===== src/rtl/lc3_pkg.sv =====
// Shared types, constants and the sign-extension helper for the LC-3 datapath.
package lc3_pkg;

    typedef enum logic [1:0] {
        PCMUX_INC   = 2'd0,
        PCMUX_BUS   = 2'd1,
        PCMUX_ADDER = 2'd2,
        PCMUX_HOLD  = 2'd3
    } pcmux_t;

    typedef enum logic [1:0] {
        ADDR2_ZERO  = 2'd0,
        ADDR2_OFF6  = 2'd1,
        ADDR2_OFF9  = 2'd2,
        ADDR2_OFF11 = 2'd3
    } addr2mux_t;

    typedef enum logic [1:0] {
        ALUK_ADD  = 2'd0,
        ALUK_AND  = 2'd1,
        ALUK_NOT  = 2'd2,
        ALUK_PASS = 2'd3
    } aluk_t;

    localparam logic [2:0] NZP_RESET = 3'b010;
    localparam int SEXT_MAX = 64;

    // Returns a 64-bit result; callers slice [WIDTH-1:0], so WIDTH is limited to 64.
    function automatic logic [SEXT_MAX-1:0] sext(input logic [15:0] field,
                                                 input logic [3:0]  sign_bit);
        logic [SEXT_MAX-1:0] result;
        result = '0;
        for (int i = 0; i < SEXT_MAX; i++) begin
            result[i] = (i <= int'(sign_bit)) ? field[i[3:0]] : field[sign_bit];
        end
        return result;
    endfunction

endpackage


===== src/rtl/lc3_regfile.sv =====
// Eight-entry register file: synchronous write, two combinational read ports.
module lc3_regfile #(
    parameter int WIDTH = 16
) (
    input  logic             clk,
    input  logic             reset,
    input  logic             ld,
    input  logic [2:0]       dr,
    input  logic [WIDTH-1:0] din,
    input  logic [2:0]       sr1,
    input  logic [2:0]       sr2,
    output logic [WIDTH-1:0] sr1_out,
    output logic [WIDTH-1:0] sr2_out
);

    logic [WIDTH-1:0] regs [8];

    always_ff @(posedge clk) begin
        if (reset) begin
            for (int i = 0; i < 8; i++) begin
                regs[i] <= '0;
            end
        end else if (ld) begin
            regs[dr] <= din;
        end
    end

    // Reads see the pre-write value during a write cycle.
    assign sr1_out = regs[sr1];
    assign sr2_out = regs[sr2];

endmodule


===== src/rtl/lc3_datapath.sv =====
// LC-3 datapath: architectural registers, ALU, address adder and a single gated bus
// with sticky detection of multiple simultaneous drivers.
module lc3_datapath
    import lc3_pkg::*;
#(
    parameter int               WIDTH    = 16,
    parameter logic [WIDTH-1:0] RESET_PC = '0
) (
    input  logic             Clk,
    input  logic             Reset,
    input  logic             LD_MAR,
    input  logic             LD_MDR,
    input  logic             LD_IR,
    input  logic             LD_BEN,
    input  logic             LD_CC,
    input  logic             LD_REG,
    input  logic             LD_PC,
    input  logic             LD_LED,
    input  logic             GatePC,
    input  logic             GateMDR,
    input  logic             GateALU,
    input  logic             GateMARMUX,
    input  logic [1:0]       PCMUX,
    input  logic             DRMUX,
    input  logic             SR1MUX,
    input  logic             SR2MUX,
    input  logic             ADDR1MUX,
    input  logic [1:0]       ADDR2MUX,
    input  logic [1:0]       ALUK,
    input  logic             MIO_EN,
    input  logic [WIDTH-1:0] MDR_In,
    output logic [WIDTH-1:0] MAR,
    output logic [WIDTH-1:0] MDR,
    output logic [WIDTH-1:0] IR,
    output logic [WIDTH-1:0] PC,
    output logic             BEN,
    output logic [2:0]       NZP,
    output logic [11:0]      LED,
    output logic             BUS_ERR
);

    localparam logic [WIDTH-1:0] ONE = {{(WIDTH-1){1'b0}}, 1'b1};

    logic [WIDTH-1:0] bus;
    logic [WIDTH-1:0] sr1_out;
    logic [WIDTH-1:0] sr2_out;
    logic [WIDTH-1:0] alu_b;
    logic [WIDTH-1:0] alu_out;
    logic [WIDTH-1:0] addr1;
    logic [WIDTH-1:0] addr2;
    logic [WIDTH-1:0] adder_out;
    logic [WIDTH-1:0] pc_next;
    logic [2:0]       sr1_idx;
    logic [2:0]       dr_idx;
    logic [3:0]       gates;
    logic             multi_drive;
    logic [2:0]       cc_next;
    logic             ben_next;

    logic [SEXT_MAX-1:0] sext5_full;
    logic [SEXT_MAX-1:0] sext6_full;
    logic [SEXT_MAX-1:0] sext9_full;
    logic [SEXT_MAX-1:0] sext11_full;

    assign sext5_full  = sext(IR[15:0], 4'd4);
    assign sext6_full  = sext(IR[15:0], 4'd5);
    assign sext9_full  = sext(IR[15:0], 4'd8);
    assign sext11_full = sext(IR[15:0], 4'd10);

    assign sr1_idx = SR1MUX ? IR[8:6] : IR[11:9];
    assign dr_idx  = DRMUX ? 3'd7 : IR[11:9];

    lc3_regfile #(.WIDTH(WIDTH)) u_regfile (
        .clk     (Clk),
        .reset   (Reset),
        .ld      (LD_REG),
        .dr      (dr_idx),
        .din     (bus),
        .sr1     (sr1_idx),
        .sr2     (IR[2:0]),
        .sr1_out (sr1_out),
        .sr2_out (sr2_out)
    );

    assign alu_b = SR2MUX ? sext5_full[WIDTH-1:0] : sr2_out;

    always_comb begin
        alu_out = '0;
        case (aluk_t'(ALUK))
            ALUK_ADD:  alu_out = sr1_out + alu_b;
            ALUK_AND:  alu_out = sr1_out & alu_b;
            ALUK_NOT:  alu_out = ~sr1_out;
            ALUK_PASS: alu_out = sr1_out;
            default:   alu_out = '0;
        endcase
    end

    assign addr1 = ADDR1MUX ? sr1_out : PC;

    always_comb begin
        addr2 = '0;
        case (addr2mux_t'(ADDR2MUX))
            ADDR2_ZERO:  addr2 = '0;
            ADDR2_OFF6:  addr2 = sext6_full[WIDTH-1:0];
            ADDR2_OFF9:  addr2 = sext9_full[WIDTH-1:0];
            ADDR2_OFF11: addr2 = sext11_full[WIDTH-1:0];
            default:     addr2 = '0;
        endcase
    end

    assign adder_out = addr1 + addr2;

    always_comb begin
        pc_next = PC;
        case (pcmux_t'(PCMUX))
            PCMUX_INC:   pc_next = PC + ONE;
            PCMUX_BUS:   pc_next = bus;
            PCMUX_ADDER: pc_next = adder_out;
            PCMUX_HOLD:  pc_next = PC;
            default:     pc_next = PC;
        endcase
    end

    // Only a one-hot gate pattern drives the bus; anything else floats to zero.
    assign gates       = {GatePC, GateMDR, GateALU, GateMARMUX};
    assign multi_drive = |(gates & (gates - 4'd1));

    always_comb begin
        bus = '0;
        case (gates)
            4'b1000: bus = PC;
            4'b0100: bus = MDR;
            4'b0010: bus = alu_out;
            4'b0001: bus = adder_out;
            default: bus = '0;
        endcase
    end

    assign cc_next[2] = bus[WIDTH-1];
    assign cc_next[1] = (bus == '0);
    assign cc_next[0] = !cc_next[2] && !cc_next[1];

    // Built from the registered IR and NZP, so same-cycle LD_IR/LD_CC are not seen.
    assign ben_next = (IR[11] & NZP[2]) | (IR[10] & NZP[1]) | (IR[9] & NZP[0]);

    always_ff @(posedge Clk) begin
        if (Reset) begin
            MAR     <= '0;
            MDR     <= '0;
            IR      <= '0;
            PC      <= RESET_PC;
            NZP     <= NZP_RESET;
            BEN     <= 1'b0;
            LED     <= '0;
            BUS_ERR <= 1'b0;
        end else begin
            if (LD_MAR) MAR <= bus;
            if (LD_MDR) MDR <= MIO_EN ? MDR_In : bus;
            if (LD_IR)  IR  <= bus;
            if (LD_PC)  PC  <= pc_next;
            if (LD_CC)  NZP <= cc_next;
            if (LD_BEN) BEN <= ben_next;
            if (LD_LED) LED <= IR[11:0];
            if (multi_drive) BUS_ERR <= 1'b1;
        end
    end

endmodule

===== config.mk =====
export PLATFORM = sky130hd
export DESIGN_NAME = lc3_datapath
export DESIGN_NICKNAME = d
export VERILOG_FILES = /design/src/rtl/lc3_pkg.sv /design/src/rtl/lc3_regfile.sv /design/src/rtl/lc3_datapath.sv
export SDC_FILE = /design/constraint.sdc
export NUM_CORES = 1
export LEC_CHECK = 0
export ABC_CLOCK_PERIOD_IN_PS = 8630
export CORE_ASPECT_RATIO = 0.6
export CORE_MARGIN = 4
export CORE_UTILIZATION = 55
export DETAILED_ROUTE_END_ITERATION = 16
export MAX_ROUTING_LAYER = met4
export PLACE_DENSITY = 0.75
export SLEW_MARGIN = 20
export SYNTH_ARGS = -nofsm -noshare
export SYNTH_HDL_FRONTEND = slang
export SYNTH_SLANG_ARGS = --single-unit

===== constraint.sdc =====
create_clock -name Clk -period 8.63 [get_ports Clk]
set_input_delay 0.863 -clock Clk [delete_from_list [all_inputs] [get_ports Clk]]
set_output_delay 0.863 -clock Clk [all_outputs]
set_load 0.1 [all_outputs]

# Word-level counts from Yosys, hierarchy flattened
# Memory sizes are Yosys's and may differ from the RTL's. A register that Yosys moved wholly into a read port is not among the register bits.
# Cells that the tools add are included.
# totals
reg_bits,81
ram_bits,128
out_inout_bits,81
elab_cells,64
memories,1
# classes
addsub,4
eq_ne,13
mux,19
n_bitwise,9
n_reduce_logical,10
# mem_list
name,depth,width,read_ports,rd_ports_with_merged_regs,wr,line_no,source
u_regfile.regs,8,16,2,1,8,lc3_regfile.sv:16,logic [WIDTH-1:0] regs [8];
# ops
op,count
one-hot mux 16 bit (4 select lines),3
2-to-1 mux 16 bit,4
one-hot mux 16 bit (3 select lines),1
adder 16 bit,2
adder 16 x 1 -> 16 bit (second input constant),1
AND 16 bit,1
zero test 16 bit,1
NOT 16 bit,1
OR reduction 16 bit,1
2-to-1 mux 3 bit,5
== test 2 bit (second input constant),6
== test 2 x 1 -> 1 bit (second input constant),3
zero test 2 bit,3
2-to-1 mux 1 bit,6
AND 4 bit,1
== test 4 x 1 -> 1 bit (second input constant),1
== test 4 x 2 -> 1 bit (second input constant),1
== test 4 x 3 -> 1 bit (second input constant),1
== test 4 bit (second input constant),1
OR reduction 4 bit,1
subtractor 4 x 1 -> 4 bit (second input constant),1
AND 1 bit,3
zero test 1 bit,2
bitwise OR 1 bit,2
other kinds (3),3

# Depth between registers and ports, before layout
# An unclocked memory read counts as a cell.
# depth
ltp_word,8
ltp_mapped,21
depth_no_buf,18

# By module
# Synthesis repeated with hierarchy kept, for this count alone.
# hier_totals
hier_cells,1290
hier_area_um2,13769.5
# modules_own_cells
module,n_inst,cells_per_inst,area_per_inst_um2,seq_area_each_um2
lc3_regfile,1,430,7000.5,3843.7
lc3_datapath,1,860,6769.0,1621.6

# Worst setup path before layout
# Ideal clock, no wire load.
# synth_timing
kind,flip-flop to flip-flop
from,reg IR[6]
to,"mem u_regfile.regs[0][11], data pin"
setup_time_ps,266
arrival_time_ps,5047
t_required_ps,8364
path_slack_ps,3317
stages_incl_launch_ff,16
synth_period_minus_slack_ps,5313
cell_sequence,dfxtp_1 -> buf_2 -> mux2_4 -> buf_2 -> mux4_2 -> mux2_2 -> mux2_2 -> ha_1 -> nor2b_1 -> a311o_1 -> a221o_1 -> a31oi_1 -> xnor2_1 -> a2111oi_2 -> clkbuf_1 -> nor2_1
# synth_rtl
item,line_no,source
"start, declared",lc3_datapath.sv:34,"output logic [WIDTH-1:0] IR,"
"start signal, assigned",lc3_datapath.sv:159,if (LD_IR) IR <= bus;
"end, declared",lc3_regfile.sv:16,

# Worst setup path in the final report
# layout_timing
from,in SR1MUX
to,reg NZP[1]
# layout_via
elab_chain_cells,6
elab_cells_between_ends,10
classes_between,2 x add/sub; 4 x mux; 2 x bitwise; 1 x reduce/logical; 1 x memory
# layout_lines
item,line_no,source
"start, declared",lc3_datapath.sv:25,"input logic SR1MUX,"
2-to-1 mux 3 bit *,lc3_datapath.sv:70,assign sr1_idx = SR1MUX ? IR[8:6] : IR[11:9];
memory (8 x 16 bit) *,--,
"adder 16 bit, or another cell as far along",lc3_datapath.sv:90,ALUK_ADD: alu_out = sr1_out + alu_b;
one-hot mux 16 bit (4 select lines) or adder 16 bit (tied branches),"lc3_datapath.sv:89, lc3_datapath.sv:111",
one-hot mux 16 bit (4 select lines) *,lc3_datapath.sv:130,case (gates)
zero test 16 bit *,lc3_datapath.sv:140,assign cc_next[1] = (bus == '0);
"end signal, assigned",lc3_datapath.sv:161,if (LD_CC) NZP <= cc_next;
"end, declared",lc3_datapath.sv:37,"output logic [2:0] NZP,"
# Mark *: on every way between the ends. The rest lies on a longest branch, timed or not.
# A chain may end at the register's enable or synchronous reset.

==> summary.txt <==
Min path
  • Worst Hold Depth: 2
  • Hold crit path type: reg -> reg

Die
  • Rows: 43
  • Core Region: 0.02319 mm²
  • Die Footprint: 0.02623 mm²
  • I/O pins: 122
  • Die Width: 206.4 µm
  • Initial Util: 56.04%
  • DIE HEIGHT: 127.1 µm

Yosys
  • EDFF count, synth: 128
  • Fraction of registers with async set/reset: 0%
  • Flops & latches, synth: 212
  • Area share of the largest cell type after synthesis: 29.58%
  • Unique masters post-synth: 76
  • Post-synthesis sequential area ratio: 42.52%
  • Largest cells by area after synthesis: edfxtp_1, dfxtp_1, mux4_2
  • Cells after Synth: 1364
  • Synth Warn #: 0
  • Synth Net Count: 1442
  • Mapped Area: 0.01299 mm²
  • Ys flop type: edfxtp_1
  • Area leader, netlist: edfxtp_1
  • Synthesized area per cell: 9.526 µm²

Timing
  • Fin. Hold Viols: 0
  • Clock skew: 0.01421 ns
  • RSZ-0062 raised after global routing: no
  • Worst-margin pin slew: 1.154 ns
  • Setup TNS: 0 ns
  • Final setup fails: 0
  • Tcrit/Tclk final: 78.11%
  • Slew headroom: 20.88%
  • Fmax: 0.1484 GHz
  • Post-layout min period: 6.740 ns
  • Fin Hold WS: 0.4879 ns
  • Fin. max-slew vios: 0

Status
  • Status: finished clean

Layout
  • Number of diodes: 0
  • Leading cell type in the layout, fill and taps excluded: nor2_1
  • Layout filler cell count: 1841
  • Post-route cell area: 0.01516 mm²
  • Most frequent cells in the layout: nor2_1, edfxtp_1, clkdlybuf4s50_1
  • NumNets Final: 1512
  • Area growth, synth to finish: 16.70%
  • Share of layout cells above drive strength 1: 10.42%

Job
  • Max Cap Viol: 0

Clock tree
  • Worst-path clk slew: 0.06 ns
  • Num CTS Buffers: 21
  • Post_cts resized: 0
  • Clk sinks: 212
  • # Post-CTS Setup Buffers: 0
  • H-tree depth: 1
  • Clock Root Buffer: clkbuf_16
  • Hold-fix buffers at CTS: 0
  • Worst-case clock buffer depth: 3
  • Worst skew pair latency: 0.53 ns
  • TritonCTS clock tree: yes

Pwr
  • Pint: 1.921 mW
  • Flop pwr share: 40.0%
  • Cell leakage power: 5.479 nW
  • Sw power: 1.016 mW
  • Sw frac: 34.59%
  • Logic pwr share: 26.7%
  • Power share of the clock group: 33.3%
  • Max IR drop VDD: 0.1701 mV
  • Pwr/cell area: 193.7 mW/mm²

Drt
  • Antenna Nets Post-Route: 0
  • Avg WL per Cell: 28.42 µm
  • Drt initial violations: 1995
  • Routed WL: 50.13 mm
  • Vias: 12040
  • Initial DRT Pass Iterations: 6
  • Residual DRC: 0
  • Drt via density: 6.823

Global routing
  • GRT Overall Usage: 38.55%
  • First-pass GRT wire length: 72.55 mm
  • Initial antenna violation count: 0
  • Vias in the first global route: 11060
  • GRT overflow: 0
  • Largest net degree at the start of global routing: 84

Setup path
  • Worst R2R Path Depth: 14
  • WP data arrival: 7.20 ns
  • Required time of the critical path: 9.09 ns
  • Type of element launching the critical path: primary input
  • CP Max Fanout: 41
  • Cell chain of the critical path: clkdlybuf4s50_1 > mux2_4 > mux4_2 > mux2_2 > mux2_2 > ha_1 > nor2b_1 > a311o_1 > a221o_1 > a31oi_1 > xnor2_1 > a2111oi_4 > nand3_1 > nor4_2 > a311o_1
  • Worst setup EP type: register
  • Max incr delay on CP: 0.88 ns
  • Kind of critical path: in -> reg
  • CP max stage cell: clkdlybuf4s50_1

Placed design
  • RePlAce Congestion: 1.042
  • DP Area: 0.01446 mm²
  • Port Buffer Count: 121
  • Hpwl dp: 35.67 mm
[stage by stage]
step | instances | setup WS, ns | utilization [%] | power [mW]
global route | 1764 | 1.589 | 65.39 | 3.005
CTS | 1764 | 1.970 | 65.42 | 2.906
global placement | 1726 | 1.672 | 62.38 | 1.947
finish | 1764 | 1.890 | 65.39 | 2.937
floorplan | 1364 | 3.317 | - | 1.705
detailed placement | 1726 | 1.467 | 62.38 | 1.951
[layout make-up]
cell class              count  area [µm²]  area share, %
clock buffers              28       603.1          3.977
clock inverters            10       103.9         0.6849
inverters                  39       146.4         0.9654
multi-input cells        1009        6968          45.95
flip-flops and latches    212        5527          36.45
well taps                 315       394.1          2.599
repair buffers            151        1421          9.374
[power by group through the flow]
stage | Clock [mW] | Combinational [mW] | Sequential, mW
floorplan | 0 | 0.383 | 1.32
global placement | 0 | 0.755 | 1.19
detailed placement | 0 | 0.757 | 1.19
CTS | 0.972 | 0.762 | 1.17
global route | 1.01 | 0.819 | 1.18
finish | 0.977 | 0.784 | 1.18
[cells by family (layout without fill, tap and decap cells)]
kind of cell | Yosys count | count (layout) | synth area share [%]
buffers and inverters | 143 | 228 | 4.285
flip-flops | 212 | 212 | 42.52
adder cells (fa/ha/maj) | 38 | 38 | 3.755
XOR/XNOR | 26 | 26 | 1.753
multiplexers | 112 | 112 | 13.51
AND/OR/NAND/NOR | 492 | 492 | 16.68
AO/OA/AOI/OAI | 341 | 341 | 17.50
[metal layers]
layer	global-route usage (%)	share of wire, %	wire length [µm]
met1	57.43	42	20890
met5	-	0	0
met2	48.12	38	19070
met3	16.39	17	8716
met4	8.991	2.9	1453
[cells in the mapped netlist (13+ instances only)]
cell type,instances
a211oi_1,63
clkbuf_1,83
edfxtp_1,128
a21oi_1,75
mux4_2,49
o221ai_1,13
nor2b_1,35
nand2b_1,16
nor2_1,280
inv_1,39
nor3_1,14
nand2_1,85
nand3_1,17
mux2i_1,51
ha_1,35
xnor2_1,19
o21ai_0,71
o22ai_1,17
dfxtp_1,84
[final timing paths]
kind / from / end / slack, ns
max: SR1MUX / NZP[1]$_SDFFE_PP1P_ / 1.89
max reg2reg: IR[11]$_SDFFE_PP0P_ / NZP[1]$_SDFFE_PP1P_ / 2.61
min reg2reg: MAR[0]$_SDFFE_PP0P_ / MAR[0]$_SDFFE_PP0P_ / 0.49
min: MAR[0]$_SDFFE_PP0P_ / MAR[0]$_SDFFE_PP0P_ / 0.49
[state kept, by name, indices dropped and copies added (netlist names), named ones only]
register / count
MAR: 16
NZP: 3
IR: 16
MDR: 16
BUS_ERR: 1
LED: 12
u_regfile.regs: 128
PC: 16
BEN: 1
[critical path, delay by kind of cell]
kind	cells	cell delay, ns
adder cells (fa/ha/maj)	1	0.32
AND/OR/NAND/NOR	3	0.83
AO/OA/AOI/OAI	5	2.16
buffers and inverters	1	0.88
multiplexers	4	1.95
XOR/XNOR	1	0.18
No activity file was read; power rests on OpenSTA's default activity.
